`config.mk`:
```
export PLATFORM = sky130hd
export DESIGN_NAME = core_run_ctrl
export DESIGN_NICKNAME = d
export VERILOG_FILES = /design/src/rtl/core_run_pkg.sv /design/src/rtl/core_run_sat_cnt.sv /design/src/rtl/core_run_ctrl.sv
export SDC_FILE = /design/constraint.sdc
export NUM_CORES = 1
export LEC_CHECK = 0
export ABC_AREA = 1
export CAP_MARGIN = 20
export CORE_UTILIZATION = 54
export DETAILED_ROUTE_END_ITERATION = 8
export HOLD_SLACK_MARGIN = 0.05
export PLACE_DENSITY = 0.81
export RECOVER_POWER = 50
export SETUP_SLACK_MARGIN = 0.5
export SYNTH_ARGS = -nofsm -noshare
export SYNTH_HDL_FRONTEND = slang
export SYNTH_HIERARCHICAL = 1
export SYNTH_SLANG_ARGS = --single-unit
```
`constraint.sdc`:
```
create_clock -name clk -period 2.65 [get_ports clk]
set_input_delay 0.795 -clock clk [delete_from_list [all_inputs] [get_ports clk]]
set_output_delay 0.795 -clock clk [all_outputs]
set_load 0.1 [all_outputs]
```
`src/rtl/core_run_pkg.sv`:
```
// core_run_pkg: shared state, status codes and retire popcount for the run controller
package core_run_pkg;

    typedef enum logic [1:0] {IDLE, RESET, RUN, FINISH} run_state_t;

    localparam logic [1:0] ST_NONE    = 2'd0;
    localparam logic [1:0] ST_PASS    = 2'd1;
    localparam logic [1:0] ST_FAIL    = 2'd2;
    localparam logic [1:0] ST_TIMEOUT = 2'd3;

    localparam int MAX_CORES = 16;

    function automatic logic [4:0] popcount(input logic [MAX_CORES-1:0] v);
        popcount = '0;
        for (int i = 0; i < MAX_CORES; i++) popcount = popcount + 5'(v[i]);
    endfunction

endpackage

```
`src/rtl/core_run_sat_cnt.sv`:
```
// core_run_sat_cnt: clearable counter that adds a variable amount and sticks at all ones
module core_run_sat_cnt #(
    parameter int W  = 32,
    parameter int IW = 5
) (
    input  logic          clk,
    input  logic          arst_n,
    input  logic          clr,
    input  logic [IW-1:0] inc,
    output logic [W-1:0]  q
);

    localparam int SW = (W > IW ? W : IW) + 1;

    logic [SW-1:0] sum;

    assign sum = SW'(q) + SW'(inc);

    // clear wins over counting; a sum past the top clamps to all ones
    always_ff @(posedge clk or negedge arst_n)
        if (!arst_n) q <= '0;
        else q <= clr ? '0 : (sum > SW'({W{1'b1}}) ? {W{1'b1}} : sum[W-1:0]);

endmodule

```
`src/rtl/core_run_ctrl.sv`:
```
// core_run_ctrl: sequences reset pulse and execution of the cores and judges the run outcome
module core_run_ctrl
    import core_run_pkg::*;
#(
    parameter int NUM_CORES      = 1,
    parameter int RST_CYCLES     = 1,
    parameter int TIMEOUT_CYCLES = 20,
    parameter int CNT_W          = 32,
    parameter int CODE_W         = 8,
    localparam int FW            = NUM_CORES > 1 ? $clog2(NUM_CORES) : 1
) (
    input  logic                        clk,
    input  logic                        arst_n,
    input  logic                        start,
    input  logic                        abort,
    input  logic [NUM_CORES-1:0]        halt_valid,
    input  logic [NUM_CORES*CODE_W-1:0] halt_code,
    input  logic [NUM_CORES-1:0]        retire,
    output logic                        core_srst,
    output logic                        busy,
    output logic                        done,
    output logic [1:0]                  status,
    output logic [FW-1:0]               fail_core,
    output logic [CODE_W-1:0]           fail_code,
    output logic [CNT_W-1:0]            cycle_cnt,
    output logic [CNT_W-1:0]            retire_cnt
);

    localparam int RW = RST_CYCLES > 1 ? $clog2(RST_CYCLES) : 1;

    run_state_t           state;
    logic [RW-1:0]        rst_cnt;
    logic [NUM_CORES-1:0] halted;
    logic [NUM_CORES-1:0] new_halt;
    logic                 run_ok;
    logic                 clr;
    logic                 fail_hit;
    logic                 pass_hit;
    logic                 timeout_hit;
    logic [FW-1:0]        fail_idx;
    logic [CODE_W-1:0]    fail_val;
    logic [4:0]           retire_num;

    assign run_ok      = state == RUN && !abort;
    assign clr         = start && (state == IDLE || state == FINISH);
    assign new_halt    = halt_valid & ~halted;
    assign pass_hit    = &(halted | halt_valid);
    assign timeout_hit = cycle_cnt == CNT_W'(TIMEOUT_CYCLES - 1);
    assign retire_num  = run_ok ? popcount(MAX_CORES'(retire)) : 5'd0;

    // lowest-indexed core that newly halts with a nonzero code is the reported failure
    always_comb begin
        fail_hit = 1'b0;
        fail_idx = '0;
        fail_val = '0;
        for (int i = NUM_CORES - 1; i >= 0; i--)
            if (new_halt[i] && halt_code[i*CODE_W +: CODE_W] != '0) begin
                fail_hit = 1'b1;
                fail_idx = FW'(i);
                fail_val = halt_code[i*CODE_W +: CODE_W];
            end
    end

    core_run_sat_cnt #(.W(CNT_W), .IW(1)) u_cycle_cnt (
        .clk    (clk),
        .arst_n (arst_n),
        .clr    (clr),
        .inc    (run_ok),
        .q      (cycle_cnt)
    );

    core_run_sat_cnt #(.W(CNT_W), .IW(5)) u_retire_cnt (
        .clk    (clk),
        .arst_n (arst_n),
        .clr    (clr),
        .inc    (retire_num),
        .q      (retire_cnt)
    );

    // run sequencer with registered outputs; abort beats any end condition in the same cycle
    always_ff @(posedge clk or negedge arst_n) begin
        if (!arst_n) begin
            state     <= IDLE;
            rst_cnt   <= '0;
            halted    <= '0;
            core_srst <= 1'b1;
            busy      <= 1'b0;
            done      <= 1'b0;
            status    <= ST_NONE;
            fail_core <= '0;
            fail_code <= '0;
        end else begin
            done <= 1'b0;
            case (state)
                IDLE, FINISH: if (start) begin
                    state     <= RESET;
                    rst_cnt   <= '0;
                    halted    <= '0;
                    busy      <= 1'b1;
                    status    <= ST_NONE;
                    fail_core <= '0;
                    fail_code <= '0;
                end
                RESET: if (abort) begin
                    state <= IDLE;
                    busy  <= 1'b0;
                end else if (rst_cnt == RW'(RST_CYCLES - 1)) begin
                    state     <= RUN;
                    core_srst <= 1'b0;
                end else begin
                    rst_cnt <= rst_cnt + 1'b1;
                end
                default: if (abort) begin
                    state     <= IDLE;
                    busy      <= 1'b0;
                    core_srst <= 1'b1;
                end else begin
                    halted <= halted | halt_valid;
                    if (fail_hit || pass_hit || timeout_hit) begin
                        state     <= FINISH;
                        busy      <= 1'b0;
                        core_srst <= 1'b1;
                        done      <= 1'b1;
                        status    <= fail_hit ? ST_FAIL : (pass_hit ? ST_PASS : ST_TIMEOUT);
                        fail_core <= fail_hit ? fail_idx : '0;
                        fail_code <= fail_hit ? fail_val : '0;
                    end
                end
            endcase
        end
    end

endmodule
```
After elaboration in Yosys (flattened, before gate mapping). Cells that the tools add are included.

$add $sub $neg: 3. $mul: 0. Divide/modulo/power cells: 0. $lt $le $gt $ge: 2. Eq/ne operators: 10. Shifts and indexed selects: 0. Muxes and demuxes: 45. Bitwise gates (word level): 5. Reduce and logical (&&, ||, !) cells: 22.

Operators by type and width (number): 32-bit two-way mux (4); 32-bit by 1-bit adder with 33-bit output (2); 33-bit by 32-bit > comparator with 1-bit output, second input constant (2); 8-bit two-way mux (5); 32-bit by 5-bit == test with 1-bit output, second input constant (1); 2-bit two-way mux (10); 1-bit two-way mux (18); 8-bit case mux with 2 select lines (1); 3-bit AND reduction (4); 1-bit case mux with 2 select lines (5); 2-bit != test, second input constant (4); 2-bit case mux with 2 select lines (2); 4-bit AND reduction (2); 8-bit nonzero test (1); 3-bit nonzero test (2); 2-bit == test, second input constant (2); 2-bit nonzero test (2); 4-bit nonzero test (1); 1-bit logical AND (3); 1-bit logical OR (3); 3-bit != test, second input constant (1); 1-bit inverter (3); 3-bit OR reduction (1); 2-bit by 1-bit == test with 1-bit output, second input constant (1); other kinds (7) (7).

Bits in registers: 82. Bits in latches: 0. Bits in writable memories: 0. Memory bits (read-only): 0. Input port bits: 14. Output and inout port bits: 78. Logic and storage cells: 98. Memories kept: 0.

Longest topological paths before layout.
Depth after elaboration: 9. Mapped depth: 16. Mapped depth without buffers: 16.

Modules after synthesis. The synthesis kept the hierarchy.

By module, submodules not included: core_run_sat_cnt (u_retire_cnt) (times used 1, cells each 358, area each 2352.3 sq um, seq. area each 800.8 sq um); core_run_sat_cnt (u_cycle_cnt) (times used 1, cells each 286, area each 2005.7 sq um, seq. area each 800.8 sq um); core_run_ctrl (times used 1, cells each 162, area each 1132.3 sq um, seq. area each 401.6 sq um).

Worst setup path before layout. OpenSTA, ideal clock, no wires.

Kind: input to register. Start point: input port abort. End point: register u_retire_cnt.q[20]. Library setup time: 0.076 ns. Arrival time: 2.491 ns. Setup slack: 0.082 ns. Stages: 13. Path buffers: 1. Cells stage by stage: inv_1 -> and3_1 -> ha_1 -> inv_1 -> fa_1 -> inv_1 -> nand3_1 -> nand2_2 -> nand2_2 -> nand2_4 -> nand4_4 -> buf_6 -> a21oi_2.

Longest elaborated chain between the ends: 7.

Ends and longest elaborated chain: start: declaration (RTL line core_run_ctrl.sv:15) `input logic abort,`; 1-bit zero test * (RTL line core_run_ctrl.sv:44) `assign run_ok = state == RUN && !abort;`; 1-bit logical AND * (RTL line core_run_ctrl.sv:44); 1-bit two-way mux * (RTL line core_run_ctrl.sv:49) `assign retire_num = run_ok ? popcount(MAX_CORES'(retire)) : 5'd0;`; named net retire_num[0] (RTL line core_run_ctrl.sv:42) `logic [4:0] retire_num;`; 32-bit by 1-bit adder with 33-bit output * (RTL line core_run_sat_cnt.sv:17) `assign sum = SW'(q) + SW'(inc);`; 33-bit by 32-bit > comparator with 1-bit output (RTL line core_run_sat_cnt.sv:22) `else q <= clr ? '0 : (sum > SW'({W{1'b1}}) ? {W{1'b1}} : sum[W-1:0]);`; 32-bit two-way mux * (2 in a row) (RTL line core_run_sat_cnt.sv:22); end signal: assignment (RTL line core_run_sat_cnt.sv:22); end: declaration (RTL line core_run_sat_cnt.sv:10) `output logic [W-1:0] q`.

The timed path passes the listed nets; every way through them passes the cells marked *. A chain may end at the register's enable or synchronous reset.

Worst setup path after layout.
Start point: input port abort. End point: register u_retire_cnt.q[24].

The elaborated chain is that of the path after synthesis.

==> results.cfg <==
[routing]
firstDrtPassIters = 6
wire_per_inst_um = 15.4
first_iter_violations = 393
postRouteAntennaNets = 0
via_per_inst = 5.45
drc_errors = 0
vias = 6008
routed_wl_um = 16900

[place]
gp_congestion = 0.939
dp.cells = 1051
dp_hpwl_um = 10500
io_buffers = 90

[critical_path]
crit_required_ns = 2.97
r2r_cells = 17
end_kind = register
path_max_fanout = 6
r2r_start = state[1]
crit_arrival_ns = 2.82
setup.worst_path.start_class = input pin
rrSetupSlack_ns = 0.20
reg2reg_to = u_retire_cnt/q[24]
crit_type = input pin to register

[timing]
tightest_slew_ns = 1.33
finalHoldViolations = 0
fin_crit_ns = 2.50
min_period_over_period_pct = 94.4
timing.fmax_ghz = 0.400
report.final.slew_viol_count = 0
finClkSkew_ns = 0.0103
setup_viol = 0
slew_headroom_pct = 11.1
rsz0062_at_grt = yes

[pwr]
combPwrFrac_pct = 51.6
ir_worst_vdd_v = 0.000895
clockPowerShare_pct = 19.8
p_sw_share_pct = 50.8
powerDensity_mw_per_mm2 = 715
power.net_switching_mw = 2.72
internal-power_mw = 2.64
p_seq_share_pct = 28.6
totalPowerFinal_mw = 5.35
p_leak_nw = 3.60

[yosys]
ys_seq_area_share_pct = 36.5
synth.avg_cell_area_um2 = 6.81
synth_area_mm2 = 0.00549
synth_ff_type = dfrtp_1
ys_async_sr_fraction_pct = 100
yosysUniqueCellTypes = 38
synth_warnings = 6
syn_inst = 806
synth-edff-count = 0
yosys_register_bits = 80

[grt]
overflow = 0
antenna_found_initial = 0
grt.total_usage_pct = 31.5
grt_pass1_wl_um = 25600
grt_max_degree = 53
grt_pass1_vias = 5478

[floorplan]
die-area_mm2 = 0.0106
ioPinCount = 92
core_area_mm2 = 0.00982
num_rows = 36
initial_core_util_pct = 55.9
die_h_um = 103
chipWidth_um = 103

[final_layout]
antennaDiodeCount = 0
drive_gt1_share_pct = 29.5
final_util_pct = 76.3
nNetsFinal = 990
area_delta_synth_final_pct = 36.4
fillerInstances = 700
fin_cells = 1103

[min_path]
hold_end = core_srst
min_from = core_srst
min_delay_path_depth = 2
hold_path_class = register to register

[cts]
cts_inserted_buffers = 9
clkSinkCount = 80
clock_latency_ns = 0.38
cts_tree = built
cts.clk_slew.worst_paths_ns = 0.09
cts_buffer_depth = 2
h-tree-depth = 3
clockRootBuffer = clkbuf_8

[status]
status = finished, final reports clean

[flow_run]
max_cap_viol_count = 0
==> power groups by stage <==
stage               Clock, mW  Sequential (mW)  Combinational [mW]
floorplan                   0             2.55                1.04
global placement            0             1.56                2.58
detailed placement          0             1.57                2.62
CTS                      1.08             1.54                2.76
global route             1.12             1.55                2.95
finish                   1.06             1.53                2.76
==> cell usage in the layout, fill, tap and decap left out, types with 5 or more instances in the layout <==
master / netlist / routed
a21oi_2: 10 / 42
xor2_1: 8 / 8
nand3_2: 3 / 9
nor2_4: 3 / 6
nor2_2: 6 / 6
nand4_1: 9 / 9
dfrtp_1: 79 / 75
buf_6: 8 / 17
o21ai_0: 4 / 5
clkdlybuf4s50_1: 0 / 9
clkbuf_2: 0 / 25
inv_1: 113 / 108
xnor2_1: 14 / 13
nor2_1: 103 / 100
o21ai_2: 11 / 10
buf_12: 0 / 6
a21oi_1: 44 / 11
nand3_1: 56 / 50
inv_2: 2 / 6
nand2_2: 20 / 20
nand2_1: 267 / 265
clkbuf_8: 0 / 10
buf_4: 1 / 91
ha_1: 10 / 6
nand3b_1: 11 / 11
conb_1: 1 / 6
==> sequential cells by signal (all words and copies together) (netlist names), 2 cells and up <==
signal and cells:
u_retire_cnt/q 32, u_cycle_cnt/q 32, status 2, state 2, fail_code 8
==> Yosys cell counts (3+ instances only) <==
| cell type | count | area (um2) |
|---|---|---|
| o21ai_0 | 4 | 20.0 |
| nor2_1 | 103 | 387 |
| nor2_4 | 3 | 33.8 |
| a21oi_2 | 10 | 87.6 |
| nand2_2 | 20 | 125 |
| nand2_1 | 267 | 1000 |
| xnor2_1 | 14 | 123 |
| xor2_1 | 8 | 70.1 |
| nand3_2 | 3 | 30.0 |
| nand3b_1 | 11 | 82.6 |
| dfrtp_1 | 79 | 1980 |
| a21oi_1 | 44 | 220 |
| buf_6 | 8 | 90.1 |
| nand3_1 | 56 | 280 |
| ha_1 | 10 | 125 |
| nand4_1 | 9 | 56.3 |
| o21ai_2 | 11 | 96.3 |
| nor2_2 | 6 | 37.5 |
| clkbuf_1 | 6 | 22.5 |
| inv_1 | 113 | 424 |
==> cell families after synthesis <==
logic type	count (synthesis)	synth area share, %
AND/OR/NAND/NOR	485	38.5
buffers and inverters	133	10.3
flip-flops	80	36.5
AO/OA/AOI/OAI	73	8.30
XOR/XNOR	22	3.51
adder cells (fa/ha/maj)	11	2.64
other	1	0.0683
multiplexers	1	0.205
==> cell type report <==
cell class / instances / area, um2 / share of cell area, %
Multi-Input combinational cell: 599 / 3210 / 42.9
Clock inverter: 6 / 91.3 / 1.22
Sequential cell: 80 / 2010 / 26.8
Timing Repair Buffer: 158 / 1420 / 18.9
Inverter: 117 / 453 / 6.05
Clock buffer: 10 / 138 / 1.84
Tap cell: 133 / 166 / 2.22
==> routing by layer <==
| layer | part of all wire (%) | global-route usage [%] | up-vias | wire (um) |
|---|---|---|---|---|
| met5 | 0 | 0 | - | 0 |
| met4 | 4.3 | 17.2 | 0 | 726 |
| met3 | 7.6 | 5.90 | 75 | 1280 |
| met2 | 50 | 53.9 | 317 | 8400 |
| met1 | 39 | 37.6 | 2809 | 6530 |
| li1 | - | - | 2807 | - |
==> critical path: stages <==
cell and delay, ns:
buf_6 0.09, buf_6 0.12, inv_12 0.04, and3_4 0.18, ha_4 0.13, inv_2 0.03
fa_2 0.34, inv_2 0.10, nand3_2 0.09, nand2_2 0.09, buf_6 0.09, buf_6 0.08
buf_6 0.10, nand2_2 0.07, nand2_4 0.13, nand2_1 0.06, nand2_1 0.09, nand2_1 0.08
a21oi_2 0.11
==> through the flow <==
step	setup TNS, ns	setup slack, ns	cell area [um2]	hold slack [ns]
after floorplan	0	0.244	5570	0.469
after global placement	-20.92	-0.396	6630	0.474
after detailed placement	-24.81	-0.481	6630	0.472
after CTS	0	0.245	7260	0.477
after global routing	-0.0134	-0.0134	7490	0.515
final	0	0.150	7490	0.494
==> timing repair <==
| item | in CTS | in global routing |
|---|---|---|
| gates cloned | 5 | 4 |
| endpoints found under the setup margin | 64 | 62 |
| gates resized for setup | 41 | 51 |
| hold buffers | 0 | 0 |
| pin swaps | 14 | 18 |
| setup buffers | 20 | 7 |
==> worst max path at each step <==
stage / slack [ns] / cells past startpoint / start / endpoint
final: 0.15 / 19 / abort / u_retire_cnt/q[24]
after floorplan: 0.24 / 13 / abort / u_retire_cnt/q[20]
after global routing: -0.01 / 18 / abort / u_retire_cnt/q[22]
after global placement: -0.40 / 15 / abort / u_retire_cnt/q[14]
after CTS: 0.24 / 17 / abort / u_retire_cnt/q[1]
after detailed placement: -0.48 / 15 / abort / u_retire_cnt/q[14]
(Power assumes the default switching activity.)
